--- config.mk ---
export PLATFORM = sky130hd
export DESIGN_NAME = axil_reg_slave
export DESIGN_NICKNAME = d
export VERILOG_FILES = /design/src/rtl/axil_reg_slave.sv
export SDC_FILE = /design/constraint.sdc
export NUM_CORES = 1
export LEC_CHECK = 0
export BUFFER_PORTS_ARGS = -buffer_cell sky130_fd_sc_hd__buf_2
export CAP_MARGIN = 20
export CORE_MARGIN = 5
export CORE_UTILIZATION = 40
export CTS_BUF_LIST = sky130_fd_sc_hd__clkbuf_4
export DETAILED_ROUTE_END_ITERATION = 12
export GPL_TIMING_DRIVEN = 0
export PLACE_DENSITY = 0.66
export SYNTH_ARGS = -nofsm -noshare
export SYNTH_HDL_FRONTEND = slang
export SYNTH_SLANG_ARGS = --single-unit
--- constraint.sdc ---
create_clock -name clk_i -period 2.35 [get_ports clk_i]
set_input_delay 0.3525 -clock clk_i [delete_from_list [all_inputs] [get_ports clk_i]]
set_output_delay 0.3525 -clock clk_i [all_outputs]
set_load 0.1 [all_outputs]
--- src/rtl/axil_reg_slave.sv ---
// axil_reg_slave: single-clock AXI4-lite responder with a bank of REG_COUNT R/W registers.
//
// Ports:
//   clk_i, rst_ni          clock, asynchronous active-low reset
//   s_axil_aw*/w*/b*       AXI-lite write channels (awprot ignored)
//   s_axil_ar*/r*          AXI-lite read channels (arprot ignored)
//   reg_out_o              flat register view, register i at [i*DATA_WIDTH +: DATA_WIDTH]
//   reg_wr_o               one-cycle pulse per register on a committed write with any strobe set
//
// AW and W are captured independently. The write commits on the edge after both are held,
// so a same-cycle AW+W on edge N shows bvalid/reg_wr/register update after edge N+1.
// Bad addresses answer SLVERR with no register side effect.
module axil_reg_slave #(
  parameter int unsigned DATA_WIDTH = 32,
  parameter int unsigned ADDR_WIDTH = 32,
  parameter int unsigned STRB_WIDTH = DATA_WIDTH / 8,
  parameter int unsigned REG_COUNT  = 8,
  parameter logic [DATA_WIDTH-1:0] RESET_VALUE = '0
) (
  input  logic                            clk_i,
  input  logic                            rst_ni,
  input  logic [ADDR_WIDTH-1:0]           s_axil_awaddr_i,
  input  logic [2:0]                      s_axil_awprot_i,
  input  logic                            s_axil_awvalid_i,
  output logic                            s_axil_awready_o,
  input  logic [DATA_WIDTH-1:0]           s_axil_wdata_i,
  input  logic [STRB_WIDTH-1:0]           s_axil_wstrb_i,
  input  logic                            s_axil_wvalid_i,
  output logic                            s_axil_wready_o,
  output logic [1:0]                      s_axil_bresp_o,
  output logic                            s_axil_bvalid_o,
  input  logic                            s_axil_bready_i,
  input  logic [ADDR_WIDTH-1:0]           s_axil_araddr_i,
  input  logic [2:0]                      s_axil_arprot_i,
  input  logic                            s_axil_arvalid_i,
  output logic                            s_axil_arready_o,
  output logic [DATA_WIDTH-1:0]           s_axil_rdata_o,
  output logic [1:0]                      s_axil_rresp_o,
  output logic                            s_axil_rvalid_o,
  input  logic                            s_axil_rready_i,
  output logic [REG_COUNT*DATA_WIDTH-1:0] reg_out_o,
  output logic [REG_COUNT-1:0]            reg_wr_o
);

  localparam int unsigned IDX_W    = (REG_COUNT > 1) ? $clog2(REG_COUNT) : 1;
  localparam int unsigned ADDR_LSB = $clog2(STRB_WIDTH);
  localparam int unsigned HI_LSB   = ADDR_LSB + IDX_W;

  localparam logic [1:0] RespOkay   = 2'b00;
  localparam logic [1:0] RespSlverr = 2'b10;

  // Valid iff index is in range and every bit above the index field is zero.
  function automatic logic addr_ok(input logic [ADDR_WIDTH-1:0] a);
    logic [IDX_W-1:0]      idx;
    logic [ADDR_WIDTH-1:0] hi;
    idx = a[ADDR_LSB +: IDX_W];
    hi  = a >> HI_LSB;
    return (32'(idx) < REG_COUNT) && (hi == '0);
  endfunction

  function automatic logic [IDX_W-1:0] addr_idx(input logic [ADDR_WIDTH-1:0] a);
    return a[ADDR_LSB +: IDX_W];
  endfunction

  logic                  aw_held_q, aw_held_d;
  logic [ADDR_WIDTH-1:0] aw_addr_q, aw_addr_d;
  logic                  w_held_q, w_held_d;
  logic [DATA_WIDTH-1:0] w_data_q, w_data_d;
  logic [STRB_WIDTH-1:0] w_strb_q, w_strb_d;
  logic                  bvalid_q, bvalid_d;
  logic [1:0]            bresp_q, bresp_d;
  logic                  rvalid_q, rvalid_d;
  logic [DATA_WIDTH-1:0] rdata_q, rdata_d;
  logic [1:0]            rresp_q, rresp_d;
  logic [REG_COUNT-1:0]  reg_wr_q, reg_wr_d;
  logic [DATA_WIDTH-1:0] regs_q [REG_COUNT];
  logic [DATA_WIDTH-1:0] regs_d [REG_COUNT];

  logic aw_hs, w_hs, ar_hs, commit, wr_ok, rd_ok;
  logic [IDX_W-1:0] wr_idx, rd_idx;

  assign s_axil_awready_o = !aw_held_q && !bvalid_q;
  assign s_axil_wready_o  = !w_held_q && !bvalid_q;
  assign s_axil_arready_o = !rvalid_q;

  assign aw_hs  = s_axil_awvalid_i && s_axil_awready_o;
  assign w_hs   = s_axil_wvalid_i && s_axil_wready_o;
  assign ar_hs  = s_axil_arvalid_i && s_axil_arready_o;
  assign commit = aw_held_q && w_held_q;

  assign wr_ok  = addr_ok(aw_addr_q);
  assign wr_idx = addr_idx(aw_addr_q);
  assign rd_ok  = addr_ok(s_axil_araddr_i);
  assign rd_idx = addr_idx(s_axil_araddr_i);

  always_comb begin
    aw_held_d = aw_held_q;
    aw_addr_d = aw_addr_q;
    w_held_d  = w_held_q;
    w_data_d  = w_data_q;
    w_strb_d  = w_strb_q;
    bvalid_d  = bvalid_q;
    bresp_d   = bresp_q;
    reg_wr_d  = '0;
    regs_d    = regs_q;

    if (aw_hs) begin
      aw_held_d = 1'b1;
      aw_addr_d = s_axil_awaddr_i;
    end
    if (w_hs) begin
      w_held_d = 1'b1;
      w_data_d = s_axil_wdata_i;
      w_strb_d = s_axil_wstrb_i;
    end
    if (bvalid_q && s_axil_bready_i) begin
      bvalid_d = 1'b0;
    end
    // Commit cannot coincide with a new AW/W capture or a B handshake: readies
    // are low while held or while bvalid is up.
    if (commit) begin
      aw_held_d = 1'b0;
      w_held_d  = 1'b0;
      bvalid_d  = 1'b1;
      bresp_d   = wr_ok ? RespOkay : RespSlverr;
      if (wr_ok) begin
        for (int b = 0; b < int'(STRB_WIDTH); b++) begin
          if (w_strb_q[b]) begin
            regs_d[wr_idx][8*b +: 8] = w_data_q[8*b +: 8];
          end
        end
        reg_wr_d[wr_idx] = |w_strb_q;
      end
    end
  end

  // Reads sample regs_q, so a same-edge write commit is not visible to this read.
  always_comb begin
    rvalid_d = rvalid_q;
    rdata_d  = rdata_q;
    rresp_d  = rresp_q;
    if (rvalid_q && s_axil_rready_i) begin
      rvalid_d = 1'b0;
    end
    if (ar_hs) begin
      rvalid_d = 1'b1;
      rdata_d  = rd_ok ? regs_q[rd_idx] : '0;
      rresp_d  = rd_ok ? RespOkay : RespSlverr;
    end
  end

  always_ff @(posedge clk_i or negedge rst_ni) begin
    if (!rst_ni) begin
      aw_held_q <= 1'b0;
      aw_addr_q <= '0;
      w_held_q  <= 1'b0;
      w_data_q  <= '0;
      w_strb_q  <= '0;
      bvalid_q  <= 1'b0;
      bresp_q   <= RespOkay;
      rvalid_q  <= 1'b0;
      rdata_q   <= '0;
      rresp_q   <= RespOkay;
      reg_wr_q  <= '0;
      for (int i = 0; i < int'(REG_COUNT); i++) begin
        regs_q[i] <= RESET_VALUE;
      end
    end else begin
      aw_held_q <= aw_held_d;
      aw_addr_q <= aw_addr_d;
      w_held_q  <= w_held_d;
      w_data_q  <= w_data_d;
      w_strb_q  <= w_strb_d;
      bvalid_q  <= bvalid_d;
      bresp_q   <= bresp_d;
      rvalid_q  <= rvalid_d;
      rdata_q   <= rdata_d;
      rresp_q   <= rresp_d;
      reg_wr_q  <= reg_wr_d;
      for (int i = 0; i < int'(REG_COUNT); i++) begin
        regs_q[i] <= regs_d[i];
      end
    end
  end

  assign s_axil_bvalid_o = bvalid_q;
  assign s_axil_bresp_o  = bresp_q;
  assign s_axil_rvalid_o = rvalid_q;
  assign s_axil_rdata_o  = rdata_q;
  assign s_axil_rresp_o  = rresp_q;
  assign reg_wr_o        = reg_wr_q;

  for (genvar g = 0; g < int'(REG_COUNT); g++) begin : g_reg_out
    assign reg_out_o[g*DATA_WIDTH +: DATA_WIDTH] = regs_q[g];
  end

  // Protection bits carry no meaning for this register bank.
  logic unused_prot;
  assign unused_prot = ^{s_axil_awprot_i, s_axil_arprot_i};

endmodule

Word level (Yosys, flattened, before mapping)
Index checks and enable logic that the tools add are counted.
{"block": "classes", "order_cmp": 5, "n_mux": 40, "n_bitwise": 3, "reduce_logical": 22}
{"operator": "$mux 256", "count": 10}
{"operator": "$bwmux 256", "count": 4}
{"operator": "$demux 32 s3", "count": 4}
{"operator": "$mux 32", "count": 4}
{"operator": "$bmux 32 s3", "count": 1}
{"operator": "$logic_not 32->1", "count": 2}
{"operator": "$mux 24", "count": 1}
{"operator": "$mux 8", "count": 3}
{"operator": "$mux 16", "count": 1}
{"operator": "$logic_and 1x1->1", "count": 10}
{"operator": "$mux 1", "count": 9}
{"operator": "$and 8x8->8", "count": 1}
{"operator": "$ge 4x4->1 const B", "count": 2}
{"operator": "$not 3->4", "count": 2}
{"operator": "$reduce_bool 2->1", "count": 4}
{"operator": "$logic_not 1->1", "count": 4}
{"operator": "$lt 3x4->1 const B", "count": 1}
{"operator": "$lt 4x1->1 const B", "count": 1}
{"operator": "$mux 2", "count": 2}
{"operator": "$reduce_or 4->1", "count": 1}
{"operator": "$demux 1 s3", "count": 1}
{"operator": "$ge 3x1->1 const B", "count": 1}
{"operator": "$reduce_and 2->1", "count": 1}
{"block": "word_totals", "regBits": 372, "in_bits": 113, "output_inout_bits": 305, "elab_cells": 89}

Longest topological paths before layout
{"block": "logic_depth", "depth_word": 19, "ltp_mapped": 6, "ltp_nobuf": 4}

Least setup slack after synthesis
Ideal clock, no wire load.
{"block": "synth_path", "path_kind": "flip-flop to flip-flop", "from": "register bvalid_q, in the netlist s_axil_bvalid_o", "to": "register w_data_q[0]", "setup_time_ps": 125, "arrival_time_ps": 3487, "required_time_ps": 2225, "slack_ps": -1262, "path_stages_with_launch": 6, "path_buffers": 2, "synth_period_minus_slack_ps": 3612, "path_cell_list": "dfrtp_1 > nor2_1 > and2_1 > clkbuf_1 > clkbuf_1 > mux2_2"}
{"block": "synth_between", "elab_chain_cells": 3}
{"item": "start: declaration", "line": "70", "text": "logic bvalid_q, bvalid_d;"}
{"item": "start signal: assignment", "line": "174", "text": "bvalid_q <= bvalid_d;"}
{"item": "$logic_not 1->1", "line": "83", "text": "assign s_axil_wready_o = !w_held_q && !bvalid_q;"}
{"item": "$logic_and 1x1->1", "line": "83"}
{"item": "net s_axil_wready_o", "line": "29", "text": "output logic s_axil_wready_o,"}
{"item": "$logic_and 1x1->1", "line": "87", "text": "assign w_hs = s_axil_wvalid_i && s_axil_wready_o;"}
{"item": "end signal: assignment", "line": "172", "text": "w_data_q <= w_data_d;"}
{"item": "end: declaration", "line": "68", "text": "logic [DATA_WIDTH-1:0] w_data_q, w_data_d;"}
The timed path passes the listed nets, and every way through them passes these cells.
A chain may end at the register's enable or synchronous reset.

Worst setup path in the final report
{"block": "layout_path", "from": "register aw_addr_q[16]", "to": "register regs_q (netlist bit reg_out_o[164])"}
{"block": "layout_between", "elab_chain_cells": 2}
{"item": "start: declaration", "line": "66", "text": "logic [ADDR_WIDTH-1:0] aw_addr_q, aw_addr_d;"}
{"item": "start signal: assignment", "line": "170", "text": "aw_addr_q <= aw_addr_d;"}
{"item": "$logic_not 32->1", "line": "58", "text": "return (32'(idx) < REG_COUNT) && (hi == '0);"}
{"item": "$reduce_and 2->1 (no source line)"}
{"item": "end signal: indexed assignment", "line": "181", "text": "regs_q[i] <= regs_d[i];"}
{"item": "end: declaration", "line": "76", "text": "logic [DATA_WIDTH-1:0] regs_q [REG_COUNT];"}
No other way between the ends.

==> results by group <==
Setup path
  • Crit path max fanout: 10
  • WS Path Type: flip-flop to flip-flop
  • Slowest cell on crit path: or4_4
  • CP Launch Type: flip-flop
  • Critical path data arrival time: 3.03 ns
  • FF-to-FF setup slack: -0.06 ns
  • Cell mode on critical path: buf_12
  • Critical path, cell by cell: or4_4, nor4_4, buf_6, buf_12, nand4_4, buf_12, mux2_4
  • Worst Path Required: 2.97 ns
  • Delay of the slowest cell on the worst path: 0.55 ns
  • Worst Setup End Kind: flip-flop

Worst hold path
  • Hold crit path type: primary input to flip-flop

Power and ir drop
  • Net switching power: 4.91 mW
  • Gate power share: 0.163
  • Leakage power: 11.4 nW
  • Power share of the sequential group: 0.490
  • Cell Int Power: 11.0 mW
  • Power Density: 742 mW/mm²
  • Worst VDD drop: 0.000856 V
  • Clock Power Share: 0.346
  • Sw frac: 0.309

Clock tree
  • CTS root buf: clkbuf_4
  • Clock latency at the later pin of the worst-skew pair: 0.79 ns
  • Clock-pin slew on the worst setup and hold paths: 0.07 ns
  • CTS tree: yes
  • Max H-tree Level: 3
  • CTS Sinks: 368
  • Num CTS Buffers: 97
  • CTS Buffer Depth: 3

Die
  • I/O pins: 418
  • Die Footprint: 0.0435 mm²
  • Die Span Y: 209 µm
  • Starting density of the core: 0.407
  • Die Wd: 209 µm
  • Core Rows: 72
  • Core Area: 0.0388 mm²

Cells and area
  • Fin nets: 1,717
  • Fillers: 3,307
  • Share of cells above drive strength 1: 0.622
  • P&R area growth vs syn: 35.6%
  • Fin area: 0.0214 mm²

Drt
  • Initial DRC Count: 453
  • Avg WL per Cell: 23.8 µm
  • DRC errors left: 0
  • Vias: 11,421
  • Post-Route WL: 52,100 µm
  • Pre-antenna DRT Iters: 4
  • Post-route ant nets: 0
  • Vias per inst: 5.21

Placement
  • Worst slack at placement: -1.06 ns
  • Placed Area: 0.0186 mm²
  • DP Wirelength: 35,800 µm
  • IO Port Bufs: 402
  • Gp weighted congestion: 0.936

STA
  • Hold Slack: 0.103 ns
  • Unrepaired setup endpoints after global routing: true
  • Setup_tns: -3.78 ns
  • Relative slew slack: 0.281
  • Final Hold Fails: 0
  • Final Skew: 0.0507 ns
  • Actual slew at the worst max-slew pin: 1.08 ns
  • Final setup fails: 136
  • Tmin final: 2.41 ns
  • Max Fclk: 415 MHz
  • Setup ws final: -0.0614 ns
  • Final Cycle Share: 1.03
  • Slew Limit Fails: 0

Status
  • Violated checks: setup timing
  • Status: complete, but fails checks

Synthesis
  • Post-synthesis area per instance: 15.9 µm²
  • Syn Inst Count: 990
  • Yosys warnings: 0
  • Post-synthesis sequential area ratio: 0.583
  • Post-Syn Area: 0.0158 mm²
  • Netlist cell types: 31
  • Register bit total from synthesis: 368

GRT
  • Vias in the first global route: 12,483
  • GRT Total Usage: 0.237
  • Global-route wire length before repair: 79,300 µm
  • Largest net degree at the start of global routing: 111
  • Initial antenna violation count: 3
  • Grt total ovfl: 0

Run
  • Max_cap viols: 0
-- per-stage QoR --
step	instances	utilization	power, mW
floorplan	991	-	9.22
global placement	1911	0.476	10.1
detailed placement	1914	0.478	10.2
CTS	2178	0.547	16.0
global route	2189	0.551	16.8
finish	2191	0.551	15.9
-- layer usage --
| metal | share of wire | routed length (µm) | global-route usage | up-vias |
|---|---|---|---|---|
| met5 | 0 | 0 | 0 | - |
| met4 | 0.027 | 1430 | 0.0718 | 0 |
| met3 | 0.075 | 3920 | 0.0754 | 95 |
| met2 | 0.50 | 26100 | 0.400 | 431 |
| met1 | 0.40 | 20700 | 0.294 | 5876 |
| li1 | - | - | - | 5019 |
-- synth_stat cells (all sizes together) --
cell	n	area, µm²
dfrtp	368	9210
mux2	322	3630
mux4	64	1440
nand2	36	135
o21ai	34	170
nand4	33	357
mux2i	32	320
buf	26	115
clkbuf	25	93.8
nor4	9	71.3
nor2b	6	37.5
or4	6	45.0
inv	5	18.8
nor2	4	15.0
nor3	4	20.0
nor3b	3	22.5
a21oi	2	10.0
and2	2	12.5
and3b	2	17.5
a21boi	1	7.51
a21o	1	7.51
and3	1	6.26
and4	1	8.76
conb	1	3.75
nand3	1	5.00
o21bai	1	7.51
-- sequential cells by signal (all words and copies together) (netlist names) --
signal / cells
aw_addr_q: 30
reg_wr_o: 8
s_axil_rvalid_o: 1
s_axil_bresp_o: 1
w_held_q: 1
reg_out_o: 256
w_strb_q: 4
s_axil_rresp_o: 1
w_data_q: 32
s_axil_rdata_o: 32
aw_held_q: 1
s_axil_bvalid_o: 1
-- power groups by stage --
| stage | clock (mW) | combinational (mW) | sequential (mW) |
|---|---|---|---|
| floorplan | 0 | 1.56 | 7.66 |
| global placement | 0 | 2.20 | 7.86 |
| detailed placement | 0 | 2.28 | 7.89 |
| CTS | 5.68 | 2.56 | 7.78 |
| global route | 6.06 | 2.78 | 7.92 |
| finish | 5.50 | 2.59 | 7.79 |
-- critical path, delay by kind of cell, from the launching register on --
kind / cells / cell delay, ns
DFF: 1 / 0.38
and+or+nand+nor: 3 / 0.97
buffers and inverters: 3 / 0.58
muxes: 1 / 0.30
-- cell type report --
class	instances	area, µm²	share of cell area
flip-flops and latches	368	9210	0.430
multi-input cells	567	6670	0.312
repair buffers	515	3360	0.157
clock buffers	148	1110	0.0519
well taps	518	648	0.0303
plain buffers	50	272	0.0127
clock inverters	17	97.6	0.00456
inverters	5	22.5	0.00105
diodes	3	7.51	0.000351
-- cell usage in the layout, fill, tap and decap left out, drive strengths merged, types with 3 or more instances in the layout --
cell / Yosys / final
buf: 26 / 469
dfrtp: 368 / 368
mux2: 322 / 322
clkbuf: 25 / 175
dlygate4sd3: 0 / 69
mux4: 64 / 64
nand2: 36 / 36
o21ai: 34 / 34
nand4: 33 / 33
mux2i: 32 / 32
clkinv: 0 / 13
nor4: 9 / 9
inv: 5 / 7
nor2b: 6 / 6
or4: 6 / 6
nor3: 4 / 4
nor2: 4 / 4
diode: 0 / 3
nor3b: 3 / 3
-- cell families after synthesis --
kind of cell | after synthesis | share of synthesized area
buf+inv | 56 | 0.0144
simple gates | 108 | 0.0477
other cells | 1 | 0.000238
flops | 368 | 0.583
compound gates | 39 | 0.0128
mux | 418 | 0.341
-- path summary, 6_finish.rpt --
check                                               start                        endpoint  cells after the start
setup / recovery                aw_addr_q[16]$_DFFE_PN0P_      reg_out_o[164]$_DFFE_PN0P_                      7
hold / removal                        s_axil_araddr_i[24]   s_axil_rdata_o[0]$_DFFE_PN0P_                      4
setup reg to reg                aw_addr_q[16]$_DFFE_PN0P_      reg_out_o[164]$_DFFE_PN0P_                      7
hold reg to reg            s_axil_rdata_o[19]$_DFFE_PN0P_  s_axil_rdata_o[19]$_DFFE_PN0P_                      2
max in group asynchronous                          rst_ni       reg_out_o[99]$_DFFE_PN0P_                      4
min in group asynchronous                          rst_ni        w_data_q[20]$_DFFE_PN0P_                      2
-- what timing repair did --
action                                  in CTS  in global routing
gates resized for setup                     68                 24
pin swaps                                   10                  3
hold buffers                                69                  0
endpoints found under the setup margin     294                259
setup buffers                               31                  6
hold endpoints to repair                   152                  0
Note: power is estimated with default switching activity, not from simulation.
